File: src/rtl/int2fp_seq.sv
// ---------------------------------------------------------------------------
// int2fp_seq : multi-cycle integer to IEEE-754 single-precision converter.
//
// One integer (signed or unsigned) is accepted through a valid/ready
// handshake, its magnitude is normalised by a one-bit-per-cycle left shifter,
// and the packed {sign, exponent, fraction} word is returned through a second
// valid/ready handshake. Default rounding is truncation toward zero.
//
// Optional build macro:
//   INT2FP_RNE_EN  - when defined, packing rounds to nearest, ties to even.
//
// Ports:
//   clk        in   clock, rising edge
//   rst        in   synchronous reset, active-high, highest priority
//   in_valid   in   input integer valid
//   in_ready   out  converter can accept (high only while idle)
//   in_int     in   integer operand [IW-1:0]
//   in_signed  in   1 = in_int is two's complement, 0 = unsigned
//   out_valid  out  result valid
//   out_ready  in   downstream accepts result
//   result     out  IEEE-754 encoding [N-1:0]
//   inexact    out  nonzero bits were discarded below the fraction LSB
// ---------------------------------------------------------------------------
module int2fp_seq #(
    parameter int N  = 32,
    parameter int M  = 23,
    parameter int EB = N - M - 1,
    parameter int IW = 32
) (
    input  logic          clk,
    input  logic          rst,
    input  logic          in_valid,
    output logic          in_ready,
    input  logic [IW-1:0] in_int,
    input  logic          in_signed,
    output logic          out_valid,
    input  logic          out_ready,
    output logic [N-1:0]  result,
    output logic          inexact
);

    // Shift counter must hold up to IW-1; it is also zero-extended into the
    // exponent, so it must not be wider than EB (true for IW <= 64).
    localparam int SW        = $clog2(IW) + 1;
    // Number of magnitude bits that fall below the fraction LSB.
    localparam int DW        = IW - 1 - M;
    // Exponent of a magnitude whose MSB sits at bit IW-1 with no shifting.
    localparam int EXP_TOP_I = 127 + IW - 1;

    localparam logic [EB-1:0] EXP_TOP = EXP_TOP_I[EB-1:0];
    localparam logic [SW-1:0] SH_ONE  = {{(SW-1){1'b0}}, 1'b1};
    localparam logic [IW-1:0] IW_ONE  = {{(IW-1){1'b0}}, 1'b1};

    typedef enum logic [2:0] {
        S_IDLE = 3'd0,
        S_ABS  = 3'd1,
        S_NORM = 3'd2,
        S_PACK = 3'd3,
        S_DONE = 3'd4
    } state_t;

    state_t          state_r;
    state_t          state_n;
    logic [IW-1:0]   int_r;
    logic            signed_r;
    logic            sign_r;
    logic [IW-1:0]   mag_r;
    logic [SW-1:0]   shcnt_r;
    logic [N-1:0]    result_r;
    logic            inexact_r;
    logic            in_ready_r;
    logic            out_valid_r;

    logic            abs_sign_s;
    logic [IW-1:0]   abs_mag_s;
    logic            norm_done_s;
    logic [M-1:0]    frac_s;
    logic [DW-1:0]   disc_s;
    logic [EB-1:0]   exp_s;
    logic [M-1:0]    frac_fin_s;
    logic [EB-1:0]   exp_fin_s;
    logic            inexact_s;
    logic [N-1:0]    pack_result_s;
`ifdef INT2FP_RNE_EN
    logic            rnd_bit_s;
    logic [DW-1:0]   sticky_bits_s;
    logic            sticky_s;
    logic [M:0]      frac_inc_s;
`endif

    assign in_ready  = in_ready_r;
    assign out_valid = out_valid_r;
    assign result    = result_r;
    assign inexact   = inexact_r;

    // Sign and magnitude of the captured operand; negating the most negative
    // value yields 2^(IW-1), which is exactly the wanted unsigned magnitude.
    always_comb begin
        abs_sign_s = signed_r & int_r[IW-1];
        if (abs_sign_s) begin
            abs_mag_s = ~int_r + IW_ONE;
        end else begin
            abs_mag_s = int_r;
        end
    end

    // Normalisation stops once the MSB is set or the magnitude is zero.
    always_comb begin
        norm_done_s = (mag_r == {IW{1'b0}}) || mag_r[IW-1];
    end

    // Packing: exponent from shift count, fraction below the hidden bit,
    // optional round-to-nearest-even with fraction carry into the exponent.
    always_comb begin
        frac_s = mag_r[IW-2 -: M];
        disc_s = mag_r[DW-1:0];
        exp_s  = EXP_TOP - {{(EB-SW){1'b0}}, shcnt_r};
`ifdef INT2FP_RNE_EN
        rnd_bit_s     = disc_s[DW-1];
        sticky_bits_s = disc_s << 1'b1;
        sticky_s      = |sticky_bits_s;
        frac_inc_s    = {1'b0, frac_s} + {{M{1'b0}}, 1'b1};
        if (rnd_bit_s && (sticky_s || frac_s[0])) begin
            frac_fin_s = frac_inc_s[M-1:0];
            exp_fin_s  = exp_s + {{(EB-1){1'b0}}, frac_inc_s[M]};
        end else begin
            frac_fin_s = frac_s;
            exp_fin_s  = exp_s;
        end
        inexact_s = rnd_bit_s | sticky_s;
`else
        frac_fin_s = frac_s;
        exp_fin_s  = exp_s;
        inexact_s  = |disc_s;
`endif
        if (mag_r == {IW{1'b0}}) begin
            pack_result_s = {N{1'b0}};
        end else begin
            pack_result_s = {sign_r, exp_fin_s, frac_fin_s};
        end
    end

    // Next-state logic of the conversion sequencer.
    always_comb begin
        state_n = state_r;
        case (state_r)
            S_IDLE: begin
                if (in_valid) begin
                    state_n = S_ABS;
                end else begin
                    state_n = S_IDLE;
                end
            end
            S_ABS: begin
                state_n = S_NORM;
            end
            S_NORM: begin
                if (norm_done_s) begin
                    state_n = S_PACK;
                end else begin
                    state_n = S_NORM;
                end
            end
            S_PACK: begin
                state_n = S_DONE;
            end
            S_DONE: begin
                if (out_ready) begin
                    state_n = S_IDLE;
                end else begin
                    state_n = S_DONE;
                end
            end
            default: begin
                state_n = S_IDLE;
            end
        endcase
    end

    // State register, registered handshake outputs and datapath registers.
    always_ff @(posedge clk) begin
        if (rst) begin
            state_r     <= S_IDLE;
            in_ready_r  <= 1'b1;
            out_valid_r <= 1'b0;
            result_r    <= {N{1'b0}};
            inexact_r   <= 1'b0;
            shcnt_r     <= {SW{1'b0}};
            int_r       <= {IW{1'b0}};
            signed_r    <= 1'b0;
            sign_r      <= 1'b0;
            mag_r       <= {IW{1'b0}};
        end else begin
            state_r     <= state_n;
            in_ready_r  <= (state_n == S_IDLE);
            out_valid_r <= (state_n == S_DONE);
            case (state_r)
                S_IDLE: begin
                    if (in_valid) begin
                        int_r    <= in_int;
                        signed_r <= in_signed;
                    end
                end
                S_ABS: begin
                    sign_r  <= abs_sign_s;
                    mag_r   <= abs_mag_s;
                    shcnt_r <= {SW{1'b0}};
                end
                S_NORM: begin
                    if (!norm_done_s) begin
                        mag_r   <= mag_r << 1'b1;
                        shcnt_r <= shcnt_r + SH_ONE;
                    end
                end
                S_PACK: begin
                    result_r  <= pack_result_s;
                    inexact_r <= inexact_s;
                end
                default: begin
                end
            endcase
        end
    end

endmodule
File: config.mk
export PLATFORM = sky130hd
export DESIGN_NAME = int2fp_seq
export DESIGN_NICKNAME = d
export VERILOG_FILES = /design/src/rtl/int2fp_seq.sv
export SDC_FILE = /design/constraint.sdc
export NUM_CORES = 1
export LEC_CHECK = 0
export BUFFER_PORTS_ARGS = -buffer_cell sky130_fd_sc_hd__buf_2
export CORE_MARGIN = 2
export CORE_UTILIZATION = 58
export CTS_BUF_LIST = sky130_fd_sc_hd__clkbuf_8
export DETAILED_ROUTE_END_ITERATION = 10
export PLACE_DENSITY_LB_ADDON = 0.3
export REMOVE_ABC_BUFFERS = 1
export SYNTH_ARGS = -nofsm -noshare
export SYNTH_HDL_FRONTEND = slang
export SYNTH_SLANG_ARGS = --single-unit
File: constraint.sdc
create_clock -name clk -period 4 [get_ports clk]
set_input_delay 0.4 -clock clk [delete_from_list [all_inputs] [get_ports clk]]
set_output_delay 0.4 -clock clk [all_outputs]
set_load 0.01 [all_outputs]
# Yosys cells after proc, flatten, opt, wreduce, memory -nomap -nowiden
# Index checks and enable logic that the tools add are counted.
[op_classes]
addsub = 3
n_eq_ne = 6
muxes = 10
bitwise = 2
reduce_logical = 8
[op_table]
columns = ["operator", "count"]
rows = [
  ["two-way mux 32 bit", 3],
  ["one-hot mux 32 bit (2 select lines)", 1],
  ["adder 32 x 1 -> 32 bit, second input constant", 1],
  ["zero test 32 bit", 1],
  ["NOT 32 bit", 1],
  ["one-hot mux 3 bit (5 select lines)", 1],
  ["one-hot mux 6 bit (2 select lines)", 1],
  ["OR reduction 8 bit", 1],
  ["subtractor 8 x 6 -> 8 bit, first input constant", 1],
  ["adder 6 x 1 -> 6 bit, second input constant", 1],
  ["equality test 3 x 2 -> 1 bit, second input constant", 2],
  ["equality test 3 bit, second input constant", 2],
  ["zero test 3 bit", 2],
  ["two-way mux 6 bit", 1],
  ["AND reduction 2 bit", 2],
  ["equality test 3 x 1 -> 1 bit, second input constant", 1],
  ["two-way mux 3 bit", 1],
  ["two-way mux 1 bit", 2],
  ["inequality test 2 bit, second input constant", 1],
  ["nonzero test 2 bit", 1],
  ["bitwise AND 1 bit", 1],
  ["logical OR 1 bit", 1],
]
[totals]
reg_bits = 110
output_inout_bits = 35
word_cells = 39

# Longest topological paths before layout
[logic_depth]
word_depth = 5
ltp_mapped = 9

# Least setup slack after synthesis
# OpenSTA, ideal clock, no wires.
[synth_path]
path_kind = "register to register"
start = "reg int_r[4]"
end = "reg mag_r[27]"
setup_ns = 0.070
t_arrival_ns = 1.877
path_slack_ns = 2.052
stages_incl_launch_ff = 7
n_path_buf = 0
synth_period_minus_slack_ns = 1.948
cell_sequence = "dfxtp_1 nor4_4 nand4_1 o41a_1 xnor2_1 a211o_1 a21oi_1"
[synth_via]
elab_chain_cells = 4
[synth_rtl]
columns = ["element", "line_no", "text"]
rows = [
  ["start, declared", "64", "logic [IW-1:0] int_r;"],
  ["start signal, assigned", "189", "int_r <= {IW{1'b0}};"],
  ["start signal, assigned", "200", "int_r <= in_int;"],
  ["NOT 32 bit", "101", "abs_mag_s = ~int_r + IW_ONE;"],
  ["adder 32 x 1 -> 32 bit", "101", ""],
  ["two-way mux 32 bit", "100", "if (abs_sign_s) begin"],
  ["one-hot mux 32 bit (2 select lines)", "197", "case (state_r)"],
  ["end signal, assigned", "192", "mag_r <= {IW{1'b0}};"],
  ["end signal, assigned", "206", "mag_r <= abs_mag_s;"],
  ["end signal, assigned", "211", "mag_r <= mag_r << 1'b1;"],
  ["end, declared", "67", "logic [IW-1:0] mag_r;"],
]
# Every way passes these cells.
# A chain may end at the register's enable or synchronous reset.

# Final worst setup path
[layout_path]
start = "reg mag_r[20]"
end = "reg mag_r[16]"
[layout_via]
elab_chain_cells = 4
[layout_rtl]
columns = ["element", "line_no", "text"]
rows = [
  ["zero test 32 bit", "109", "norm_done_s = (mag_r == {IW{1'b0}}) || mag_r[IW-1];"],
  ["logical OR 1 bit", "109", ""],
  ["inequality test 2 bit (no source line)", "n/a", ""],
  ["AND reduction 2 bit (no source line)", "n/a", ""],
]
# Every way passes these cells.

==> run_results.csv <==
group,metric,value,unit
power_and_ir_drop,power.internal,1.81,mW
clock_tree,tritoncts_clock_tree,"yes",
drt,average_routed_wire_per_standard_cell,14.5,um
drt,drtAntennaViolNets,0,
power_and_ir_drop,share_of_power_burned_in_combinational_logic,0.300,
clock_tree,tritoncts.num_buffers,9,
power_and_ir_drop,power.switching,1.07,mW
clock_tree,clk_path_buf_depth,2,
sta,tightest_slew,1260,ps
power_and_ir_drop,fin_total_pwr,2.88,mW
logic_synthesis,yosys_top_cell_by_area,"sky130_fd_sc_hd__dfxtp_1",
logic_synthesis,synth.lib_cells_used.distinct,54,
clock_tree,postCtsResizedCells,0,
logic_synthesis,synth.avg_cell_area,8.08,um^2
global_route,grt_max_degree,70,
drt,detail_route.iter0.violations,280,
clock_tree,clock_latency,370,ps
sta,slew_headroom,0.160,
global_route,grt.overflow.total,0,
sta,worst_setup_slack_after_layout,1540,ps
floorplanning,dieWidth,97.4,um
drt,postRouteWirelength,11300,um
sta,worst_hold_slack,258,ps
logic_synthesis,netlist_instances,626,
power_and_ir_drop,irDropWorstVdd,201,uV
final_layout,area_delta_synth_final,9.82,%
sta,rsz0062_at_grt,"false",
final_layout,seq_area,0.00220,mm^2
final_layout,diodes,0,
floorplanning,std_cell_rows,34,
logic_synthesis,synth-seq-cells,110,
worst_setup_path,cp_data_arrival_time,2680,ps
final_layout,multi_input_area,0.00259,mm^2
final_layout,utilization,0.646,
logic_synthesis,netlist_area,0.00506,mm^2
placed_design,port_buffers,71,
logic_synthesis,synth.top_cells.by_area,"sky130_fd_sc_hd__dfxtp_1, sky130_fd_sc_hd__nand2_1, sky130_fd_sc_hd__a21oi_1, sky130_fd_sc_hd__nor2_1, sky130_fd_sc_hd__a22oi_1",
global_route,grt_antenna_before_repair,0,
drt,dr.pass1.iters,5,
worst_setup_path,critPathKind,"reg2reg",
clock_tree,post_cts_setup_driven_buffer_insertion_count,0,
floorplanning,design.die.area,0.00948,mm^2
placed_design,replace_congestion,0.957,
global_route,globalRouteTotalUtil,0.239,
placed_design,placed_wire_length_estimate_after_detailed_placement,7770,um
outcome,run_status,"completed",
sta,final_hold_viol_count,0,
worst_setup_path,startpoint_type,"flip-flop",
worst_setup_path,ff_to_ff_setup_slack,1540,ps
power_and_ir_drop,netSwitchingFraction,0.371,
clock_tree,cts.htree.levels,3,
sta,fin_skew,10.6,ps
drt,num_vias,4504,
hold_path,hold_path_depth,3,
global_route,global_route_wire_length_before_repair,19200,um
drt,route.detailed.vias_per_inst,5.78,
final_layout,final_layout_size_suffix_gt1_frac,0.154,
worst_setup_path,required_time_at_the_endpoint_of_the_critical_path,4220,ps
flow_run,drv.max_cap_violation_count,0,
worst_setup_path,ff2ff_path_depth,6,
floorplanning,initial_utilization,0.588,
clock_tree,ctsRootBufferMaster,"sky130_fd_sc_hd__clkbuf_8",
logic_synthesis,ys_warn_count,0,
sta,clock.fmax,407,MHz
power_and_ir_drop,cellPowerDensity,518,mW/mm^2
final_layout,final.fill_count,773,
worst_setup_path,setup.worst_path.end_class,"flip-flop",
sta,timing_max_transition_violations_final,0,
power_and_ir_drop,p_seq_frac,0.466,
placed_design,dp_worst_setup_slack,1570,ps
logic_synthesis,synth.yosys.seq_area_share,0.436,
hold_path,worstHoldPathType,"in2reg",
logic_synthesis,synth_top_cell_area_share,0.436,
sta,fin_crit_sh,0.615,
floorplanning,design.core.area,0.00859,mm^2
worst_setup_path,path_max_fanout,43,
power_and_ir_drop,static-leakage-power,2.21,nW
global_route,vias_in_the_first_global_route,4069,
clock_tree,clk_transition_reported_paths,100,ps
sta,fin_setup_tns,0,ps
drt,post-route-drc-count,0,
floorplanning,die_height,97.4,um
floorplanning,design.portCount,72,
power_and_ir_drop,clockPowerShare,0.235,
clock_tree,cts.sink_count,110,
clock_tree,cts-hold-fix-buffers,0,
final_layout,nets,705,
sta,report.final.setup_viol,0,
sta,final.min_clock_period,2460,ps
-- power by group through the flow --
stage,Clock [mW],Combinational [mW],Sequential [mW]
final,0.675,0.862,1.34
after CTS,0.690,0.856,1.34
after global placement,0,0.827,1.36
after global routing,0.727,0.960,1.36
after detailed placement,0,0.848,1.36
after floorplan,0,0.627,1.33
-- Yosys cell counts (all sizes together) --
master,n
a211o,10
a211oi,1
a21oi,74
a22oi,31
a311oi,1
a31o,1
a31oi,9
a41o,1
a41oi,4
and2,4
and3,2
and4,3
buf,14
clkbuf,32
clkinv,1
dfxtp,110
ha,2
inv,9
mux2i,2
nand2,117
nand3,17
nand3b,1
nand4,2
nor2,69
nor2b,2
nor3,13
nor3b,1
nor4,12
o211ai,15
o21a,1
o21ai,11
o21bai,1
o31ai,5
o32ai,1
o41a,2
o41ai,3
or2,2
or3,3
or3b,1
or4,5
xnor2,20
xor2,11
-- critical path: stages, from the launching register on --
cell	delay, ps
sky130_fd_sc_hd__dfxtp_1	350
sky130_fd_sc_hd__nor4_1	460
sky130_fd_sc_hd__nand4_1	250
sky130_fd_sc_hd__o31ai_4	500
sky130_fd_sc_hd__and2_4	530
sky130_fd_sc_hd__a211o_1	160
sky130_fd_sc_hd__a21oi_1	60
-- stage by stage --
step / std cells / instance area [um^2]
after floorplan: 580 / 4830
after detailed placement: 763 / 5350
after global placement: 763 / 5350
after CTS: 779 / 5550
after global routing: 779 / 5550
final: 779 / 5550
-- path summary, 6_finish.rpt --
kind,startpoint,endpoint
max,mag_r[20]$_SDFFE_PP0P_,mag_r[16]$_SDFFE_PP0P_
min,in_int[8],int_r[8]$_SDFFE_PP0P_
max reg2reg,mag_r[20]$_SDFFE_PP0P_,mag_r[16]$_SDFFE_PP0P_
min reg2reg,sign_r$_SDFFE_PP0P_,sign_r$_SDFFE_PP0P_
-- logic make-up (layout without fill, tap and decap cells) --
group / after synthesis / after routing / synth area share
AND/OR/NAND/NOR: 254 / 254 / 0.225
adder cells (fa/ha/maj): 2 / 2 / 0.00495
AO/OA/AOI/OAI: 171 / 171 / 0.224
flip-flops: 110 / 110 / 0.436
multiplexers: 2 / 2 / 0.00396
XOR/XNOR: 31 / 31 / 0.0537
buffers and inverters: 56 / 101 / 0.0525
-- registers in the layout, indices dropped and copies added, names as in the netlist --
| name | flops |
|---|---|
| in_ready | 1 |
| sign_r | 1 |
| out_valid | 1 |
| state_r | 3 |
| int_r | 32 |
| shcnt_r | 6 |
| mag_r | 32 |
| result | 32 |
| signed_r | 1 |
| inexact | 1 |
-- cell type report --
type / instances / share of cell area
multi-input combinational: 460 / 0.467
clock buffer: 11 / 0.0273
timing repair buffer: 75 / 0.0694
inverter: 10 / 0.00676
clock inverter: 5 / 0.00901
sequential: 110 / 0.397
tap: 108 / 0.0243
-- layer usage --
layer | GRT usage | routed length, um | share of wire | vias up
li1 | - | - | - | 2284
met3 | 0.0353 | 524 | 0.046 | 15
met2 | 0.382 | 5220 | 0.46 | 136
met4 | 0.0812 | 146 | 0.013 | 0
met5 | 0 | 0 | 0 | -
met1 | 0.333 | 5440 | 0.48 | 2069
-- placed cells by master (no fill, tap or decap), drive strengths merged, types with 2 or more instances in the layout --
| cell | count |
|---|---|
| inv | 11 |
| and3 | 2 |
| a21oi | 74 |
| nor2b | 2 |
| mux2i | 2 |
| nand3 | 17 |
| dfxtp | 110 |
| a22oi | 31 |
| nor3 | 13 |
| o31ai | 5 |
| or2 | 2 |
| nand4 | 2 |
| xor2 | 11 |
| xnor2 | 20 |
| nor4 | 12 |
| a41oi | 4 |
| and4 | 3 |
| a211o | 10 |
| clkbuf | 11 |
| and2 | 4 |
| clkinv | 2 |
| o211ai | 15 |
| ha | 2 |
| nor2 | 69 |
| nand2 | 117 |
| buf | 75 |
| or3 | 3 |
| a31oi | 9 |
| o41ai | 3 |
| o21ai | 11 |
| o41a | 2 |
| or4 | 5 |
Power figures use the tool's default switching activity.
